[config.mk]
export PLATFORM = sky130hd
export DESIGN_NAME = charbuf_sched
export DESIGN_NICKNAME = d
export VERILOG_FILES = /design/src/rtl/charbuf_pkg.sv /design/src/rtl/charbuf_clear_engine.sv /design/src/rtl/charbuf_sched.sv
export SDC_FILE = /design/constraint.sdc
export NUM_CORES = 1
export LEC_CHECK = 0
export CORE_ASPECT_RATIO = 0.6
export CORE_MARGIN = 2
export CORE_UTILIZATION = 30
export DETAILED_ROUTE_END_ITERATION = 7
export GPL_TIMING_DRIVEN = 0
export PLACE_DENSITY_LB_ADDON = 0.2
export SYNTH_ARGS = -nofsm -noshare
export SYNTH_HDL_FRONTEND = slang
export SYNTH_SLANG_ARGS = --single-unit
[constraint.sdc]
create_clock -name clk -period 3.1 [get_ports clk]
set_clock_uncertainty 0.05 [all_clocks]
set_input_delay 0.62 -clock clk [delete_from_list [all_inputs] [get_ports clk]]
set_output_delay 0.62 -clock clk [all_outputs]
set_load 0.03 [all_outputs]
[src/rtl/charbuf_pkg.sv]
// Shared definitions for the character-buffer access scheduler.
// Holds geometry defaults, address helpers and clear-engine state codes.
package charbuf_pkg;

  localparam int         CB_COLS  = 70;
  localparam int         CB_ROWS  = 30;
  localparam logic [7:0] CB_BLANK = 8'h00;

  // Clear-engine state codes
  localparam logic [1:0] CLR_IDLE  = 2'd0;
  localparam logic [1:0] CLR_CLEAR = 2'd1;
  localparam logic [1:0] CLR_DONE  = 2'd2;

  // RAM address layout: column in the high bits, physical row in the low bits.
  function automatic logic [11:0] pack_addr(input logic [6:0] col, input logic [4:0] row);
    pack_addr = {col, row};
  endfunction

  // Scrolling is a 5-bit rotate of the row index; the wrap is intentional.
  function automatic logic [4:0] phys_row(input logic [4:0] row, input logic [4:0] offset);
    phys_row = 5'(row + offset);
  endfunction

endpackage

[src/rtl/charbuf_clear_engine.sv]
// Blanks one logical row, one column per granted step; requests a slot while clearing.
// Steps stall without loss whenever step_grant is low; a new request is taken only when idle.
module charbuf_clear_engine
  import charbuf_pkg::*;
#(
  parameter int COLS = CB_COLS
) (
  input  logic        clk,
  input  logic        rst_n,
  input  logic [4:0]  line_offset,
  input  logic        clr_req,
  input  logic [4:0]  clr_row,
  input  logic        step_grant,
  output logic        step_req,
  output logic [11:0] step_addr,
  output logic [4:0]  busy_row,
  output logic        clr_busy,
  output logic        clr_done
);

  localparam logic [6:0] LAST_COL = 7'(COLS - 1);

  logic [1:0] state;
  logic [6:0] col;
  logic [4:0] row_q;

  always_ff @(posedge clk) begin
    if (!rst_n) begin
      state <= CLR_IDLE;
      col   <= '0;
      row_q <= '0;
    end else begin
      case (state)
        CLR_IDLE: begin
          if (clr_req) begin
            state <= CLR_CLEAR;
            col   <= '0;
            row_q <= clr_row;
          end
        end
        CLR_CLEAR: begin
          if (step_grant) begin
            if (col == LAST_COL) begin
              state <= CLR_DONE;
              col   <= '0;
            end else begin
              col <= col + 7'd1;
            end
          end
        end
        CLR_DONE: state <= CLR_IDLE;
        default:  state <= CLR_IDLE;
      endcase
    end
  end

  // Offset is applied per step, so the target row follows line_offset live.
  assign step_req  = (state == CLR_CLEAR);
  assign step_addr = pack_addr(col, phys_row(row_q, line_offset));
  assign busy_row  = row_q;
  assign clr_busy  = (state == CLR_CLEAR);
  assign clr_done  = (state == CLR_DONE);

endmodule

[src/rtl/charbuf_sched.sv]
// Time-slots the single-port character RAM between VGA reads, editor writes and row clears.
// VGA data two cycles after grant; editor writes ack in the grant cycle and stall on the row being cleared.
module charbuf_sched
  import charbuf_pkg::*;
#(
  parameter int         COLS  = CB_COLS,
  parameter int         ROWS  = CB_ROWS,
  parameter logic [7:0] BLANK = CB_BLANK
) (
  input  logic        clk,
  input  logic        rst_n,
  input  logic [4:0]  line_offset,
  input  logic        vga_req,
  input  logic [6:0]  vga_col,
  input  logic [4:0]  vga_row,
  output logic [7:0]  vga_data,
  output logic        vga_valid,
  input  logic        wr_req,
  input  logic [6:0]  wr_col,
  input  logic [4:0]  wr_row,
  input  logic [7:0]  wr_data,
  output logic        wr_ack,
  input  logic        clr_req,
  input  logic [4:0]  clr_row,
  output logic        clr_busy,
  output logic        clr_done,
  output logic [11:0] ram_addr,
  output logic        ram_we,
  output logic [7:0]  ram_din,
  input  logic [7:0]  ram_dout
);

  logic        phase;
  logic        step_req;
  logic        step_grant;
  logic [11:0] step_addr;
  logic [4:0]  busy_row;
  logic        vga_in_range;
  logic        wr_in_range;
  logic        wr_ok;
  logic        vga_gnt;
  logic        wr_gnt;
  logic [11:0] addr_q;
  logic        rd_pend;
  logic        rd_in_range;

  charbuf_clear_engine #(
    .COLS (COLS)
  ) u_clear (
    .clk         (clk),
    .rst_n       (rst_n),
    .line_offset (line_offset),
    .clr_req     (clr_req),
    .clr_row     (clr_row),
    .step_grant  (step_grant),
    .step_req    (step_req),
    .step_addr   (step_addr),
    .busy_row    (busy_row),
    .clr_busy    (clr_busy),
    .clr_done    (clr_done)
  );

  assign vga_in_range = (int'(vga_col) < COLS) && (int'(vga_row) < ROWS);
  assign wr_in_range  = (int'(wr_col) < COLS);

  // An editor write to the row under clear waits so the clear cannot overwrite it.
  assign wr_ok = wr_req && !(clr_busy && (wr_row == busy_row));

  // Phase 0 belongs to VGA; an unused VGA slot falls through to write/clear.
  assign vga_gnt    = rst_n && !phase && vga_req;
  assign wr_gnt     = rst_n && !vga_gnt && wr_ok;
  assign step_grant = rst_n && !vga_gnt && !wr_ok && step_req;
  assign wr_ack     = wr_gnt;

  always_comb begin
    ram_addr = addr_q;
    ram_we   = 1'b0;
    ram_din  = 8'h00;
    if (vga_gnt) begin
      if (vga_in_range) ram_addr = pack_addr(vga_col, phys_row(vga_row, line_offset));
    end else if (wr_gnt) begin
      if (wr_in_range) begin
        ram_addr = pack_addr(wr_col, phys_row(wr_row, line_offset));
        ram_we   = 1'b1;
        ram_din  = wr_data;
      end
    end else if (step_grant) begin
      ram_addr = step_addr;
      ram_we   = 1'b1;
      ram_din  = BLANK;
    end
  end

  always_ff @(posedge clk) begin
    if (!rst_n) begin
      phase       <= 1'b0;
      addr_q      <= '0;
      rd_pend     <= 1'b0;
      rd_in_range <= 1'b0;
      vga_valid   <= 1'b0;
      vga_data    <= 8'h00;
    end else begin
      phase       <= ~phase;
      addr_q      <= ram_addr;
      rd_pend     <= vga_gnt;
      rd_in_range <= vga_in_range;
      vga_valid   <= rd_pend;
      if (rd_pend) vga_data <= rd_in_range ? ram_dout : 8'h00;
    end
  end

endmodule

==> flow_metrics.tcl <==
set metrics [dict create \
    routed_wl_um 10400 \
    std_cell_rows 27 \
    grt_usage 0.208 \
    ant_nets 0 \
    grt-ovfl-total 0 \
    start_kind "input pin" \
    final_cells 594 \
    grt_pass1_wl_um 16300 \
    die_area_um2 10200 \
    max_freq_mhz 328 \
    initial_core_util 0.308 \
    dr.pass1.iters 5 \
    dp_cells 561 \
    numCtsBuffers 5 \
    drv_slew 0 \
    post_drt_wl_per_cell_um 17.5 \
    coreArea_um2 9160 \
    maxCapViolCount 0 \
    syn_nets 417 \
    cp.arrival_ps 2380 \
    drive_above_1_share 0.278 \
    crit_path_top_delay_cell "fa_2" \
    vias_per_cell 5.24 \
    tritoncts "yes" \
    gp_congestion 0.898 \
    h-tree-depth 2 \
    n_fill_cell 911 \
    fin_tns_setup_ps 0 \
    clkTransAtPathRegs_ps 60 \
    root_buffer "clkbuf_16" \
    clkSinkCount 38 \
    fin_crit_sh 0.983 \
    dp_slack_ps -1120 \
    die_w_um 129 \
    ys_dominant_reg_cell "dfxtp_1" \
    antenna_cells 0 \
    synthCells 345 \
    ys_seq_area_frac 0.270 \
    final_nets 535 \
    io_pins 88 \
    synth-edff-count 0 \
    crit_fanout 3 \
    grt_max_degree 14 \
    setup_ws_ps 51.6 \
    cellPowerDensity_nw_per_um2 387 \
    min_path_type "reg -> reg" \
    netlist_area_um2 2820 \
    syn_to_final_growth_pct 57.5 \
    endpoint_kind "output port" \
    synth_cell_types 66 \
    post_dp_cell_area_um2 3840 \
    stdcell_area_um2 4440 \
    synth_area_per_cell_um2 8.18 \
    first_global_vias 2950 \
    cts.path.max_buffers 2 \
    required_ps 2430 \
    slowest_delay_ps 390 \
    status "finished, final reports clean" \
    antenna_found_initial 0 \
    p_leak_nw 1.80 \
    cts_hold_buf 0 \
    fin_crit_ps 3050 \
    ys_ff_latch 38 \
    whs_ps 467 \
    ys_async_sr_fraction 0 \
    drc 0 \
    max_slew_margin 0.578 \
    num_vias 3112 \
    ir_drop_mv 0.182 \
    io_buffers 86 \
    dp_hpwl_um 7640 \
    fin_util 0.485 \
    clk_latency_ps 290 \
    synth-warning-count 0 \
    hold_viol 0 \
    tightest_slew_ps 633 \
    setup.worst_path.class "in -> out" \
    finalSetupViolations 0 \
    crit_chain "buf_8 > ha_4 > inv_2 > fa_2 > xnor2_2 > nor3_2 > a211o_1 > a221o_1 > nand2_1 > buf_6" \
    fp.dieH_um 79.1 \
    power_mw 1.72 \
    drt-initial-drc-count 232 \
]
==> cell type report <==
type	count	area [µm²]	area share
buffer	17	124	0.0279
clock buffer	5	125	0.0282
timing repair buffer	111	1030	0.231
multi-input combinational	273	2120	0.478
sequential	38	764	0.172
inverter	17	70.1	0.0158
tap	130	163	0.0366
clock inverter	3	45.0	0.0101
==> per-layer routing <==
metal,share of wire,track usage
met2,0.39,0.277
met5,0,0
met4,0.0075,0.0391
met3,0.092,0.0519
met1,0.51,0.328
==> flip-flops by register name, indices dropped and copies added, names as in the netlist <==
signal and cells:
u_clear.col 7, vga_valid 1, addr_q 12, u_clear.busy_row 5, vga_data 8, rd_pend 1
u_clear.state 2, phase 1, rd_in_range 1
==> synthesized netlist by cell type (2+ instances only) <==
cell type | number | area share
nor2b_1 | 14 | 0.031
nor3_1 | 5 | 0.0089
and4_1 | 2 | 0.0062
a2111oi_2 | 2 | 0.011
and2_1 | 11 | 0.024
buf_2 | 5 | 0.0089
nand4_1 | 6 | 0.013
nor2_1 | 26 | 0.035
and3_1 | 4 | 0.0089
nand3_1 | 11 | 0.020
dfxtp_1 | 38 | 0.27
a21o_1 | 4 | 0.011
ha_1 | 14 | 0.062
mux2_1 | 4 | 0.016
mux2i_1 | 8 | 0.028
fa_1 | 3 | 0.021
clkbuf_1 | 8 | 0.011
inv_2 | 2 | 0.0027
xnor2_1 | 8 | 0.025
xor2_1 | 6 | 0.019
buf_6 | 3 | 0.012
a22oi_1 | 2 | 0.0053
o31a_1 | 2 | 0.0062
a311oi_1 | 7 | 0.022
o32ai_1 | 2 | 0.0062
a31oi_1 | 7 | 0.016
a21oi_1 | 29 | 0.051
nand2_1 | 37 | 0.049
o21ai_0 | 7 | 0.012
inv_1 | 14 | 0.019
o21ai_1 | 6 | 0.011
nor4_1 | 3 | 0.0067
o211ai_1 | 2 | 0.0053
a211oi_1 | 2 | 0.0053
or2_2 | 2 | 0.0044
o22ai_1 | 5 | 0.011
nand2b_1 | 3 | 0.0067
a32o_1 | 3 | 0.011
==> power by group <==
group	internal (mW)	total (mW)	switching, mW
sequential	0.514	0.542	0.0282
clock	0.380	0.603	0.223
combinational	0.266	0.574	0.308
==> cell families (layout without fill, tap and decap cells) <==
kind of cell,count (synthesis),after routing,synth area share
and+or+nand+nor,129,129,0.234
AOI/OAI and AO/OA,101,101,0.268
DFF,38,38,0.270
buffers and inverters,34,153,0.0572
adders and majority gates,17,17,0.0834
xor gates and xnor gates,14,14,0.0435
muxes,12,12,0.0443
==> worst max-delay path: cells and delay by family <==
family / cells / cell delay [ps]
xor gates and xnor gates: 1 / 180
adders and majority gates: 2 / 520
buffers and inverters: 3 / 270
AOI/OAI and AO/OA: 2 / 610
and+or+nand+nor: 2 / 180
==> worst paths after layout <==
check / startpoint / endpoint / slack [ps] / depth (start not counted)
worst max-delay path: line_offset[0] / ram_addr[2] / 50 / 10
worst min-delay path: u_clear.busy_row[4] / u_clear.busy_row[4] / 470 / 2
worst max register to register: u_clear.state[1] / u_clear.col[4] / 1020 / 8
worst min register to register: u_clear.busy_row[4] / u_clear.busy_row[4] / 470 / 2
==> cells in the final DEF, fill, tap and decap left out, types with 5 or more instances in the layout <==
cell type        Yosys  layout
nand2_1             37      35
a21oi_1             29      27
dlygate4sd2_1        0      11
dfxtp_1             38      37
clkbuf_2             0      10
and2_1              11      11
inv_1               14      11
buf_6                3      10
buf_4                1      30
clkdlybuf4s50_1      0      36
clkdlybuf4s15_2      0       8
a31oi_1              7       5
clkbuf_1             8       8
buf_2                5       7
nand3_1             11      11
o21ai_1              6       8
xnor2_1              8       5
ha_1                14      10
mux2i_1              8       7
nor2b_1             14      11
clkbuf_16            0       6
nand4_1              6       6
nor2_1              26      25
o21ai_0              7       5
a311oi_1             7       7
==> what timing repair did <==
item                       CTS  global route
pin swaps                   28            26
buffers inserted            20             3
setup endpoints to repair   22            20
cloned                       1             1
gates resized for setup    197            46
(Power assumes the default switching activity.)
